**src/rtl/onchip_sram_dp_pipe.sv**
```systemverilog
// ---------------------------------------------------------------------------
// onchip_sram_dp_pipe
//
// True dual-port on-chip SRAM with two independent Avalon-MM slave ports
// (port A = s1, port B = s2) sharing one clock. Width and depth are generic.
// Read latency is 1 or 2 registered cycles and is signalled by readdatavalid.
//
// Behaviour summary:
//   - Same-address writes from both ports are resolved per byte. Port A wins
//     where both lanes are enabled.
//   - A read of an address the other port writes in the same cycle sees the
//     writer's new bytes on the enabled lanes.
//   - reset_req freezes the whole block. No accepts, no writes, and the read
//     pipelines hold. readdatavalid is masked low while it is asserted.
//
// Parameters:
//   DATA_W    data width per port, multiple of 8
//   ADDR_W    word address width, depth = 2**ADDR_W
//   READ_LAT  read latency in cycles (1 or 2)
//   INIT_FILE hex init file name for the vendor memory-init flow; contents
//             start at zero here
//
// Ports:
//   clk, reset (async, active-high), reset_req (global freeze)
//   chipselect/address/byteenable/read/write/writedata/clken         port A in
//   chipselect2/address2/byteenable2/read2/write2/writedata2/clken2  port B in
//   readdata/readdatavalid, readdata2/readdatavalid2                 read returns
//   wr_collision   one-cycle pulse after an overlapping same-address write
//
// Optional build macro ONCHIP_SRAM_DP_PARITY_EN:
//   When defined, one even-parity bit is stored per byte. parity_inject
//   inverts the stored parity of every byte being written. parity_err and
//   parity_err2 flag a parity mismatch alongside readdatavalid and
//   readdatavalid2.
// ---------------------------------------------------------------------------
module onchip_sram_dp_pipe #(
  parameter int    DATA_W    = 16,
  parameter int    ADDR_W    = 6,
  parameter int    READ_LAT  = 1,
  parameter string INIT_FILE = ""
) (
  input  logic                clk,
  input  logic                reset,
  input  logic                reset_req,
  input  logic                chipselect,
  input  logic [ADDR_W-1:0]   address,
  input  logic [DATA_W/8-1:0] byteenable,
  input  logic                read,
  input  logic                write,
  input  logic [DATA_W-1:0]   writedata,
  input  logic                clken,
  output logic [DATA_W-1:0]   readdata,
  output logic                readdatavalid,
  input  logic                chipselect2,
  input  logic [ADDR_W-1:0]   address2,
  input  logic [DATA_W/8-1:0] byteenable2,
  input  logic                read2,
  input  logic                write2,
  input  logic [DATA_W-1:0]   writedata2,
  input  logic                clken2,
  output logic [DATA_W-1:0]   readdata2,
  output logic                readdatavalid2,
  output logic                wr_collision
`ifdef ONCHIP_SRAM_DP_PARITY_EN
  ,
  input  logic                parity_inject,
  output logic                parity_err,
  output logic                parity_err2
`endif
);

  localparam int NB    = DATA_W / 8;
  localparam int DEPTH = 1 << ADDR_W;

  logic [DATA_W-1:0] mem [DEPTH] = '{default: '0};

  logic [1:0]        acc;
  logic [1:0]        acc_wr;
  logic [1:0]        acc_rd;
  logic [ADDR_W-1:0] addr_p [2];
  logic [NB-1:0]     be_p [2];
  logic [DATA_W-1:0] wd_p [2];
  logic [NB-1:0]     we_a;
  logic [NB-1:0]     we_b;
  logic              same_addr;
  logic [DATA_W-1:0] rd_merge [2];

  // Fold both Avalon ports into small arrays so the rest of the datapath can
  // treat them symmetrically. A port accepts only when it is selected and
  // enabled, and the block is neither frozen nor in reset. When read and
  // write are both asserted, the write goes through and the read is dropped.
  always_comb begin
    acc[0]    = chipselect  & clken  & ~reset_req & ~reset;
    acc[1]    = chipselect2 & clken2 & ~reset_req & ~reset;
    acc_wr[0] = acc[0] & write;
    acc_wr[1] = acc[1] & write2;
    acc_rd[0] = acc[0] & read  & ~write;
    acc_rd[1] = acc[1] & read2 & ~write2;
    addr_p[0] = address;
    addr_p[1] = address2;
    be_p[0]   = byteenable;
    be_p[1]   = byteenable2;
    wd_p[0]   = writedata;
    wd_p[1]   = writedata2;
  end

  // Per-byte write enables with port A priority. When both ports hit the
  // same word, port B loses every lane that port A also writes. This way the
  // memory never sees two writes to one byte.
  always_comb begin
    same_addr = (addr_p[0] == addr_p[1]);
    we_a      = acc_wr[0] ? be_p[0] : '0;
    we_b      = acc_wr[1] ? be_p[1] : '0;
    if (acc_wr[0] && same_addr) begin
      we_b = we_b & ~be_p[0];
    end
  end

  // Collision flag registered from this cycle's accepted writes. The flag
  // fires only when the byte masks actually overlap on the same word.
  always_ff @(posedge clk or posedge reset) begin
    if (reset) begin
      wr_collision <= 1'b0;
    end else begin
      wr_collision <= acc_wr[0] & acc_wr[1] & same_addr & (|(be_p[0] & be_p[1]));
    end
  end

  // Storage array. It has no reset, so contents survive an async reset.
  // Both ports update their enabled bytes at the edge that ends the accept
  // cycle.
  always_ff @(posedge clk) begin
    for (int b = 0; b < NB; b++) begin
      if (we_a[b]) begin
        mem[addr_p[0]][b*8 +: 8] <= wd_p[0][b*8 +: 8];
      end
      if (we_b[b]) begin
        mem[addr_p[1]][b*8 +: 8] <= wd_p[1][b*8 +: 8];
      end
    end
  end

  // Read value as launched into the pipeline. Start from the stored word,
  // then overlay any byte being written this cycle to the same address,
  // port A first. This gives mixed-port forwarding and the A-priority merge
  // on collisions.
  always_comb begin
    for (int p = 0; p < 2; p++) begin
      rd_merge[p] = mem[addr_p[p]];
      for (int b = 0; b < NB; b++) begin
        if (we_a[b] && (addr_p[0] == addr_p[p])) begin
          rd_merge[p][b*8 +: 8] = wd_p[0][b*8 +: 8];
        end else if (we_b[b] && (addr_p[1] == addr_p[p])) begin
          rd_merge[p][b*8 +: 8] = wd_p[1][b*8 +: 8];
        end
      end
    end
  end

`ifdef ONCHIP_SRAM_DP_PARITY_EN
  logic [NB-1:0] pmem [DEPTH] = '{default: '0};
  logic [NB-1:0] wpar [2];
  logic [NB-1:0] rpar [2];
  logic [1:0]    rd_perr;

  // Parity bit to store for each written byte. It is the even parity of the
  // byte, optionally inverted so error handling downstream can be exercised.
  always_comb begin
    for (int p = 0; p < 2; p++) begin
      for (int b = 0; b < NB; b++) begin
        wpar[p][b] = (^wd_p[p][b*8 +: 8]) ^ parity_inject;
      end
    end
  end

  // Parity storage follows exactly the same per-byte enables as the data.
  always_ff @(posedge clk) begin
    for (int b = 0; b < NB; b++) begin
      if (we_a[b]) begin
        pmem[addr_p[0]][b] <= wpar[0][b];
      end
      if (we_b[b]) begin
        pmem[addr_p[1]][b] <= wpar[1][b];
      end
    end
  end

  // Stored parity is forwarded with the same priority as the data. It is
  // then compared against parity recomputed from the merged read word.
  always_comb begin
    for (int p = 0; p < 2; p++) begin
      rpar[p] = pmem[addr_p[p]];
      for (int b = 0; b < NB; b++) begin
        if (we_a[b] && (addr_p[0] == addr_p[p])) begin
          rpar[p][b] = wpar[0][b];
        end else if (we_b[b] && (addr_p[1] == addr_p[p])) begin
          rpar[p][b] = wpar[1][b];
        end
      end
      rd_perr[p] = 1'b0;
      for (int b = 0; b < NB; b++) begin
        rd_perr[p] = rd_perr[p] | ((^rd_merge[p][b*8 +: 8]) ^ rpar[p][b]);
      end
    end
  end
`endif

  // One read return pipeline per port.
  for (genvar p = 0; p < 2; p++) begin : g_port
    logic              s_v;
    logic [DATA_W-1:0] s_d;
    logic              o_v;
    logic [DATA_W-1:0] o_d;
`ifdef ONCHIP_SRAM_DP_PARITY_EN
    logic              s_e;
    logic              o_e;
`endif

    if (READ_LAT == 2) begin : g_lat2
      // Extra stage for the two-cycle latency build. It freezes under
      // reset_req. Data is loaded only with a valid read, so stale words
      // are never shifted forward.
      always_ff @(posedge clk or posedge reset) begin
        if (reset) begin
          s_v <= 1'b0;
          s_d <= '0;
`ifdef ONCHIP_SRAM_DP_PARITY_EN
          s_e <= 1'b0;
`endif
        end else if (!reset_req) begin
          s_v <= acc_rd[p];
          if (acc_rd[p]) begin
            s_d <= rd_merge[p];
`ifdef ONCHIP_SRAM_DP_PARITY_EN
            s_e <= rd_perr[p];
`endif
          end
        end
      end
    end else begin : g_lat1
      assign s_v = acc_rd[p];
      assign s_d = rd_merge[p];
`ifdef ONCHIP_SRAM_DP_PARITY_EN
      assign s_e = rd_perr[p];
`endif
    end

    // Output register. readdata only changes on a real return, so it holds
    // its last value between returns. Under reset_req the pending valid is
    // held, and it reappears once the freeze lifts.
    always_ff @(posedge clk or posedge reset) begin
      if (reset) begin
        o_v <= 1'b0;
        o_d <= '0;
`ifdef ONCHIP_SRAM_DP_PARITY_EN
        o_e <= 1'b0;
`endif
      end else if (!reset_req) begin
        o_v <= s_v;
        if (s_v) begin
          o_d <= s_d;
`ifdef ONCHIP_SRAM_DP_PARITY_EN
          o_e <= s_e;
`endif
        end
      end
    end
  end

  assign readdata       = g_port[0].o_d;
  assign readdata2      = g_port[1].o_d;
  assign readdatavalid  = g_port[0].o_v & ~reset_req;
  assign readdatavalid2 = g_port[1].o_v & ~reset_req;
`ifdef ONCHIP_SRAM_DP_PARITY_EN
  assign parity_err     = g_port[0].o_e;
  assign parity_err2    = g_port[1].o_e;
`endif

endmodule

```
**config.mk**
```make
export PLATFORM = sky130hd
export DESIGN_NAME = onchip_sram_dp_pipe
export DESIGN_NICKNAME = d
export VERILOG_FILES = /design/src/rtl/onchip_sram_dp_pipe.sv
export SDC_FILE = /design/constraint.sdc
export NUM_CORES = 2
export LEC_CHECK = 0
export ABC_AREA = 1
export ABC_CLOCK_PERIOD_IN_PS = 1700
export BUFFER_PORTS_ARGS = -buffer_cell sky130_fd_sc_hd__buf_2
export CAP_MARGIN = 20
export CORE_MARGIN = 2
export CORE_UTILIZATION = 40
export DETAILED_ROUTE_END_ITERATION = 10
export PLACE_DENSITY_LB_ADDON = 0.05
export SLEW_MARGIN = 10
export SYNTH_ARGS = -nofsm -noshare
export SYNTH_HDL_FRONTEND = slang
export SYNTH_SLANG_ARGS = --single-unit
export TNS_END_PERCENT = 1
```
**constraint.sdc**
```tcl
create_clock -name clk -period 1.7 [get_ports clk]
set_input_delay 0.17 -clock clk [delete_from_list [all_inputs] [get_ports clk]]
set_output_delay 0.17 -clock clk [all_outputs]
set_load 0.02 [all_outputs]
```
==> out/results.ini <==
[drt]
via_per_inst = 5.47
vias = 70700
drc = 0
firstDrtPassIters = 7
drt_iter0_drc = 9172
postRouteAntennaNets = 0
routedWlPerCell_um = 25.0
wl_um = 322000

[floorplan]
core_region_area_um2 = 172000
die_area_um2 = 176000
die_x_um = 420
num_rows = 152
io_pins = 94
start_util_pct = 40.3
die_y_um = 420

[global_routing]
grt-ovfl-total = 0
grt_util_met2_pct = 56.4
antenna_found_initial = 3
grt_max_degree = 113
use_met1_pct = 48.5
grt_pass1_vias = 65300
grt_pass1_wl_um = 463000
busiest_layer = met2
track_usage_pct = 36.2
met3_usage_pct = 6.01

[clock_tree]
cts-root-buf = clkbuf_16
clk_latency_ns = 0.82
numClockSinks = 1059
path_clk_slew_ns = 0.06
cts_made_buffers = 134
cts.htree.levels = 4
clock_path_buffers = 3
cts_tree = done

[run_status]
failed_checks = setup timing
run_status = finished, violations left

[sta]
hold_viol = 0
setup_violations = 14
finalCritPeriodShare_pct = 106
relSlewSlack_pct = 25.8
max_freq_mhz = 554
rsz0062_at_grt = yes
worst_slack_ns = -0.105
timing.hold.ws_ns = 0.0685
finClkSkew_ns = 0.0364
maxSlewViolCount = 0
finalWorstPathRequiredPeriod_ns = 1.81
tightest_slew_ns = 1.11

[yosys]
synthesis.nets = 10300
yosys.area_share.simple_pct = 36.4
seq_area_frac_synth_pct = 45.8
yosys_warnings = 0
synth_xor_area_share_pct = 0
synth_top_family_by_area = simple AND/OR/NAND/NOR gates
synthMuxAreaShare_pct = 0
synth-seq-cells = 1059
yosysTopAreaCell = edfxtp_1
synth_top_area_share_pct = 44.5
synth_compound_area_share_pct = 11.5
postSynthCellCount = 10200
syn_area_um2 = 69100
netlist_top_cells_area = edfxtp_1, nand2_1, o21ai_0
synth_cell_types = 31
syn_area_per_cell_um2 = 6.76
synth_adder_area_share_pct = 0

[place]
port_buffers = 93
pre_cts_ws_ns = -1.03
routabilityCongestion = 0.968
dp_hpwl_um = 225000
place_inst = 12600

[power_and_ir_drop]
ir_worst_vdd_v = 0.00103
powerDensity_nw_per_um2 = 794
leakage_nw = 41.7

[job]
drv_cap = 0

[critical_path]
critical_path_arrival_ns = 2.51
cp-end-kind = flop
cp.required_ns = 2.41
critPathLaunchType = flop
critical_path.max_fanout = 2
critPathKind = flop to flop

[cells_and_area]
fill_cells = 17100
finalNonFillerCells = 12900
areaGrowthSynthToFinish_pct = 24.1
nets = 10600
layout-drive-gt1-share_pct = 15.0

[hold_path]
hold_class = primary input to flop

==> through the flow <==
step / cell area (µm²) / TNS, ns / utilization, % / power [mW]
global placement: 80200 / -1773.53 / 46.7 / 39.3
floorplan: 71000 / -340.26 / - / 34.6
finish: 85700 / -0.379 / 50.0 / 68.1
global route: 85700 / -2.01 / 50.0 / 69.8
CTS: 85400 / -0.313 / 49.8 / 67.9
detailed placement: 80200 / -1745.54 / 46.7 / 39.3
==> metal layers <==
metal / routed length, µm / up-vias
met5: 0 / -
met4: 18400 / 0
met3: 29600 / 684
met2: 144000 / 3695
met1: 131000 / 33200
li1: - / 33100
==> state kept, by name (all words and copies together), names as in the netlist <==
register	flops
readdata	16
g_port.o_v	2
mem	1024
wr_collision	1
readdata2	16
==> critical path: stages, from the launching register on <==
cell	delay, ns
edfxtp_1	0.46
nand2_1	0.10
nand2_1	0.06
nand2_1	0.07
nand2_2	0.09
nand2_1	0.07
nand2_1	0.08
nand2_2	0.15
nand2_1	0.09
nor2_2	0.13
nand3_4	0.13
nand2_2	0.10
buf_6	0.14
nand2_2	0.04
==> synth_stat cells <==
library cell / instances
nand2_1: 6136
buf_2: 146
edfxtp_1: 1024
clkbuf_2: 8
nand3_1: 42
nor2_1: 172
nor4_1: 1
o21ai_1: 532
inv_2: 11
buf_4: 35
a21oi_1: 17
a21boi_0: 1
nand3_2: 1
buf_6: 12
nor3_4: 1
nand4_1: 3
dfrtp_1: 35
clkinv_1: 18
buf_1: 75
o211ai_1: 8
nor2_8: 2
clkbuf_1: 516
nor3_2: 6
nand2_2: 84
a22oi_1: 1
nor3_1: 17
nand2_4: 40
nor2_4: 1
o21ai_0: 1019
inv_1: 250
or2_2: 2
==> where the power goes <==
group	leakage (nW)	switching [mW]	internal (mW)	total, mW
logic	29.9	7.15	3.15	10.3
registers	9.66	0.227	28.8	29.0
clock network	2.06	12.2	16.6	28.8
total	41.7	19.6	48.5	68.1
==> path summary, 6_finish.rpt <==
kind / start / to / slack, ns / cells past startpoint
setup / recovery: mem[54][11] / readdata2[11] / -0.11 / 13
hold / removal: write2 / wr_collision / 0.07 / 5
setup reg to reg: mem[54][11] / readdata2[11] / -0.11 / 13
hold reg to reg: readdata2[15] / readdata2[15] / 0.49 / 2
max in group asynchronous: reset / readdata2[7] / 1.06 / 5
min in group asynchronous: reset / g_port[0].o_v / 0.08 / 4
==> timing repair <==
item,CTS,global route
setup buffers,6,2
pin swaps,49,18
hold buffers,36,0
setup endpoints to repair,888,336
gates cloned,0,0
endpoints found under the hold margin,360,0
resized for setup,179,85
==> cells in the final DEF (no fill, tap or decap), types with 4 or more instances in the layout <==
cell           instances
clkbuf_1              27
nor2_2                22
nand2_2              162
dfrtp_1               30
nand2_1             6017
clkinvlp_4             8
buf_8                  5
buf_12               273
clkbuf_16            141
clkinv_1              24
clkinv_2              21
buf_4                545
nor3_2                12
nor2_1               129
clkbuf_8               4
o21ai_2               33
edfxtp_1            1024
dfrtp_2                5
o21ai_4               97
bufinv_16              9
o21ai_1              537
a21oi_1               16
nor3_4                11
nand2_4               78
inv_2                 24
nand3_2               13
nor2_4                22
nand3_4               11
buf_6                  9
nand3_1               19
inv_1                247
buf_2                 68
o21ai_0              884
dlygate4sd3_1         36
o211ai_1               8
==> area by class of cell <==
type / instances / area [µm²] / share of cell area [%]
multi-input cells: 8086 / 35400 / 41.2
flip-flops and latches: 1059 / 31600 / 36.9
diodes: 1 / 2.50 / 0.00292
inverters: 279 / 1090 / 1.27
repair buffers: 939 / 10500 / 12.3
clock inverters: 65 / 562 / 0.655
clock buffers: 172 / 3680 / 4.30
well taps: 2310 / 2890 / 3.37
==> kinds of logic (layout without fill, tap and decap cells) <==
| logic type | after synthesis | count (layout) |
|---|---|---|
| AND/OR/NAND/NOR | 6508 | 6508 |
| other | 0 | 1 |
| flip-flops | 1059 | 1059 |
| buffers and inverters | 1071 | 1455 |
| AO/OA/AOI/OAI | 1578 | 1578 |
(Power assumes the default switching activity.)
